===== src/rtl/buffer_ring_ctl.sv =====
// buffer_ring_ctl
//   Sequencer and round-robin arbiter for a two-digit buffer address ring made
//   of two external 2-of-5 decade counters (units, tens). Each granted step
//   pulses the units counter's advance, adds a tens advance on a 9->0 carry,
//   and wraps the ring to 00 through a clear once the position reaches LAST.
//
// Parameters
//   LAST    last valid buffer position (0..99); stepping from LAST returns to 00
//   CHK_EN  enables the sticky 2-of-5 validity error latch
//
// Ports
//   i_clk, i_reset        clock, synchronous active-high reset
//   i_req_a, i_req_b      step requests (channel side A, device side B)
//   o_ack_a, o_ack_b      one-cycle step-complete pulses
//   o_wrap                qualified by an ack: that step wrapped LAST->00
//   i_units, i_tens       counter codes {a,b,c,d,e}
//   o_units_adv           units counter advance (counter steps on 0->1)
//   o_tens_adv            tens counter advance
//   o_ring_clear          clear to both counters (forces code 00011)
//   o_addr                current position in binary, 0 when a digit is invalid
//   o_busy                step in progress (low only in IDLE)
//   o_check               sticky invalid-code error, cleared only by reset
//   o_state               FSM state, for observation
//
// Handshake: a requester raises req and holds it until it sees its one-cycle
// ack; the step is committed once granted in IDLE and always completes with
// an ack. A req still high after its ack counts as a new request.

module buffer_ring_ctl #(
    parameter int LAST   = 79,
    parameter bit CHK_EN = 1'b1
) (
    input  logic       i_clk,
    input  logic       i_reset,
    input  logic       i_req_a,
    input  logic       i_req_b,
    output logic       o_ack_a,
    output logic       o_ack_b,
    output logic       o_wrap,
    input  logic [4:0] i_units,
    input  logic [4:0] i_tens,
    output logic       o_units_adv,
    output logic       o_tens_adv,
    output logic       o_ring_clear,
    output logic [6:0] o_addr,
    output logic       o_busy,
    output logic       o_check,
    output logic [2:0] o_state
);

    typedef enum logic [2:0] {
        S_CLR  = 3'd0,
        S_IDLE = 3'd1,
        S_UADV = 3'd2,
        S_USET = 3'd3,
        S_TADV = 3'd4,
        S_TSET = 3'd5,
        S_DONE = 3'd6
    } state_t;

    localparam logic [6:0] LAST_ADDR = 7'(LAST);
    localparam logic [4:0] CODE_NINE = 5'b00101;

    state_t state;
    logic   gnt_b;    // granted requester: 1 = B, 0 = A
    logic   carry;    // units was 9 when the step was granted
    logic   wrap_q;   // current step wraps LAST->00
    logic   rr_b;     // round-robin pointer: 1 = favour B on a tie

    // Returns {valid, digit}; anything outside the 2-of-5 table is invalid.
    function automatic logic [4:0] decode(input logic [4:0] code);
        case (code)
            5'b00011: decode = {1'b1, 4'd0};
            5'b10010: decode = {1'b1, 4'd1};
            5'b10001: decode = {1'b1, 4'd2};
            5'b01001: decode = {1'b1, 4'd3};
            5'b11000: decode = {1'b1, 4'd4};
            5'b10100: decode = {1'b1, 4'd5};
            5'b01100: decode = {1'b1, 4'd6};
            5'b01010: decode = {1'b1, 4'd7};
            5'b00110: decode = {1'b1, 4'd8};
            5'b00101: decode = {1'b1, 4'd9};
            default:  decode = {1'b0, 4'd0};
        endcase
    endfunction

    logic [4:0] u_dec;
    logic [4:0] t_dec;
    logic       codes_ok;
    logic       grant_b;

    always_comb begin
        u_dec    = decode(i_units);
        t_dec    = decode(i_tens);
        codes_ok = u_dec[4] & t_dec[4];
        o_addr   = 7'd0;
        if (codes_ok)
            o_addr = {3'b000, t_dec[3:0]} * 7'd10 + {3'b000, u_dec[3:0]};
        // A lone request wins outright; on a tie the pointer decides.
        grant_b  = i_req_b & (~i_req_a | rr_b);
    end

    assign o_state = state;

    always_ff @(posedge i_clk) begin
        if (i_reset) begin
            state        <= S_CLR;
            o_ring_clear <= 1'b1;
            o_units_adv  <= 1'b0;
            o_tens_adv   <= 1'b0;
            o_ack_a      <= 1'b0;
            o_ack_b      <= 1'b0;
            o_wrap       <= 1'b0;
            o_busy       <= 1'b1;
            o_check      <= 1'b0;
            rr_b         <= 1'b0;
            gnt_b        <= 1'b0;
            carry        <= 1'b0;
            wrap_q       <= 1'b0;
        end else begin
            // Pulsed outputs default low; states below raise them for one cycle.
            o_ring_clear <= 1'b0;
            o_units_adv  <= 1'b0;
            o_tens_adv   <= 1'b0;
            o_ack_a      <= 1'b0;
            o_ack_b      <= 1'b0;
            o_wrap       <= 1'b0;

            if (CHK_EN && (state == S_IDLE || state == S_DONE) && !codes_ok)
                o_check <= 1'b1;

            case (state)
                S_CLR: begin
                    // Only a wrap step reaches CLR with wrap_q set; the
                    // reset-time clear returns to IDLE without an ack.
                    if (wrap_q) begin
                        state   <= S_DONE;
                        o_ack_a <= ~gnt_b;
                        o_ack_b <= gnt_b;
                        o_wrap  <= 1'b1;
                    end else begin
                        state  <= S_IDLE;
                        o_busy <= 1'b0;
                    end
                end
                S_IDLE: begin
                    if (i_req_a || i_req_b) begin
                        gnt_b  <= grant_b;
                        carry  <= (i_units == CODE_NINE);
                        wrap_q <= (o_addr == LAST_ADDR);
                        o_busy <= 1'b1;
                        if (o_addr == LAST_ADDR) begin
                            state        <= S_CLR;
                            o_ring_clear <= 1'b1;
                        end else begin
                            state       <= S_UADV;
                            o_units_adv <= 1'b1;
                        end
                    end
                end
                S_UADV: state <= S_USET;
                S_USET: begin
                    if (carry) begin
                        state      <= S_TADV;
                        o_tens_adv <= 1'b1;
                    end else begin
                        state   <= S_DONE;
                        o_ack_a <= ~gnt_b;
                        o_ack_b <= gnt_b;
                        o_wrap  <= wrap_q;
                    end
                end
                S_TADV: state <= S_TSET;
                S_TSET: begin
                    state   <= S_DONE;
                    o_ack_a <= ~gnt_b;
                    o_ack_b <= gnt_b;
                    o_wrap  <= wrap_q;
                end
                S_DONE: begin
                    rr_b   <= ~gnt_b;
                    wrap_q <= 1'b0;
                    state  <= S_IDLE;
                    o_busy <= 1'b0;
                end
                default: begin
                    state        <= S_CLR;
                    o_ring_clear <= 1'b1;
                    o_busy       <= 1'b1;
                    wrap_q       <= 1'b0;
                end
            endcase
        end
    end

endmodule


===== config.mk =====
export PLATFORM = sky130hd
export DESIGN_NAME = buffer_ring_ctl
export DESIGN_NICKNAME = d
export VERILOG_FILES = /design/src/rtl/buffer_ring_ctl.sv
export SDC_FILE = /design/constraint.sdc
export NUM_CORES = 1
export LEC_CHECK = 0
export BUFFER_PORTS_ARGS = -buffer_cell sky130_fd_sc_hd__clkbuf_2
export CORE_UTILIZATION = 35
export DETAILED_ROUTE_END_ITERATION = 12
export PLACE_DENSITY = 0.57
export SLEW_MARGIN = 20
export SYNTH_ARGS = -nofsm -noshare
export SYNTH_HDL_FRONTEND = slang
export SYNTH_SLANG_ARGS = --single-unit

===== constraint.sdc =====
create_clock -name i_clk -period 3.2 [get_ports i_clk]
set_input_delay 0.16 -clock i_clk [delete_from_list [all_inputs] [get_ports i_clk]]
set_output_delay 0.16 -clock i_clk [all_outputs]
set_load 0.01 [all_outputs]

==> results.tsv <==
metric	value	unit
Slew Limit Fails	0	
metal2 WL	1.47	mm
LEAKAGE	0.731	nW
Slew Limit Headroom	61.7	%
IO Count	32	
Post-synth top flop	dfxtp_1	
Min-Delay Path Class	input port to flop	
CTS tree	yes	
TritonCTS buffer count	3	
TritonCTS Sinks	15	
Fill cells	419	
GP Congestion	0.719	
GR Overflow Total	0	
die area	4540	um2
number of global-route vias before repair	1210	
Post-CTS Hold Fix Bufs	0	
die width	67.4	um
top sig layer	met4	
post-cts resize count	0	
WL met1	1.40	mm
Mapped Area	1500	um2
Layout area overhead	15.0	%
Seq cells post-synth	15	
RSZ-0062 raised after global routing	no	
Post-Route WL	3.00	mm
n_diodes	0	
core area	4060	um2
WL/cell	11.7	um
largest cells by area after synthesis	dfxtp_1, ha_1, nor2_1	
Die H	67.4	um
Worst Tran Pin Value	568	ps
largest net degree at the start of global routing	17	
register area share after synthesis	20.1	%
final setup fails	0	
CTS root buffer	clkbuf_8	
layout cells sized above 1	22.8	%
Arr. time, crit path	2770	ps
PwrDens	317	nW/um2
syn nets	210	
clock skew	3.79	ps
share of async-settable or async-resettable flops after synthesis	0	%
Via-to-Cell Ratio	5.11	
DP Wirelength	2.35	mm
DRC viols	0	
number of synthesized flops with an enable pin	0	
Final Hold Fails	0	
minimum clock period	2930	ps
VDD IR max	120	uV
TritonRoute pass-1 iters	4	
most frequent cells after synthesis	nor2_1, nand2_1, dfxtp_1, ha_1, a21oi_1	
number of I/O port buffers	31	
Max-cap violations	0	
worst path required time	3040	ps
top-count cell post-synth	nor2_1	
Avg Inst Size Synth	8.35	um2
Worst Path Max Fanout	4	
worst skew pair latency	250	ps
startpoint types	input port	
first-pass GRT wire length	5.21	mm
Reg clk slew, reported paths	70	ps
post-CTS setup buffers	0	
Design Power	0.545	mW
cells after synthesis	179	
Synth top area share	20.1	%
post-synth cell types	48	
clk buf depth	2	
Peak Freq	342	MHz
WS Path Type	input port to output port	
Synth area leader	dfxtp_1	
met3 wire length	113	um
status	finished clean	
initial core utilization	36.8	%
critical path capture point type	output port	
num rows	23	
fin crit share	91.5	%
Synthesis Warnings	0	
initial antenna violation count	0	
DR vias	1309	
Antenna Nets Post-Route	0	
First DRT Iteration DRCs	67	
H-tree depth	1	
total track usage	14.8	%
setup_tns	0	ps
Final #Nets	238	
final timing paths:
kind         slack (ps)  depth (start not counted)                   end               startpoint
max                 270                         12             o_addr[6]                i_tens[0]
min                 230                          3    gnt_b$_SDFFE_PP0P_                  i_req_b
max reg2reg        1460                          5   wrap_q$_SDFFE_PP0P_  o_state[0]$_SDFFE_PP0N_
min reg2reg         470                          2  o_check$_SDFFE_PP0P_     o_check$_SDFFE_PP0P_
metal layers:
metal	up-vias	track usage, %
met3	2	1.52
met2	37	24.9
li1	688	-
met4	0	3.99
met5	-	0
met1	582	19.9
area by class of cell:
cell class	instances	area (um2)	area share, %
Clock buffer	3	41.3	2.40
Clock inverter	1	5.00	0.291
Inverter	12	45.0	2.62
Multi-Input combinational cell	143	1100	64.1
Sequential cell	15	300	17.5
Tap cell	50	62.6	3.64
Timing Repair Buffer	32	163	9.46
critical path: stages:
cell and delay [ps]:
clkbuf_2 100, inv_1 60, ha_1 340, nor4bb_4 340, ha_1 280, ha_1 210, fa_1 550, nand2_1 60
a21oi_1 150, xnor2_1 190, nor2b_1 180, clkbuf_2 140
cell families (layout without fill, tap and decap cells):
group / Yosys count / in the layout / synth area share, %
compound gates: 44 / 44 / 23.7
xor+xnor: 8 / 8 / 5.19
fa+ha+maj: 17 / 17 / 15.2
buf+inv: 21 / 48 / 6.19
flops: 15 / 15 / 20.1
mux: 5 / 5 / 3.35
simple gates: 69 / 69 / 26.3
sequential cells by signal, indices dropped and copies added (netlist names):
register	flops
o_busy	1
o_check	1
o_ack_b	1
o_tens_adv	1
wrap_q	1
o_wrap	1
o_ack_a	1
gnt_b	1
o_state	3
o_ring_clear	1
carry	1
o_units_adv	1
rr_b	1
where the power goes:
group / leakage (nW) / internal, mW / switching, mW
clock: 0.0255 / 0.0862 / 0.0708
combinational: 0.583 / 0.0778 / 0.0974
sequential: 0.123 / 0.198 / 0.0148
cells in the final DEF, fill, tap and decap left out, drive strengths merged, types with 3 or more instances in the layout:
cell type / count
nor3b: 4
xnor2: 5
inv: 12
ha: 15
nor3: 4
xor2: 3
mux2i: 5
o32ai: 3
nand2b: 8
a21oi: 13
nor2: 18
nand2: 16
nand3: 3
dfxtp: 15
nor2b: 5
o21ai: 9
clkbuf: 34
per-stage QoR:
step / cells / hold WS [ps] / worst slack (ps) / area (um2) / utilization, %
finish: 256 / 225 / 272 / 1720 / 42.4
global route: 256 / 265 / 12.0 / 1720 / 42.4
CTS: 256 / 222 / 227 / 1720 / 42.4
detailed placement: 252 / 464 / 165 / 1670 / 41.2
global placement: 252 / 460 / 198 / 1670 / 41.2
floorplan: 179 / 224 / 471 / 1500 / -
No activity file was read; power rests on OpenSTA's default activity.
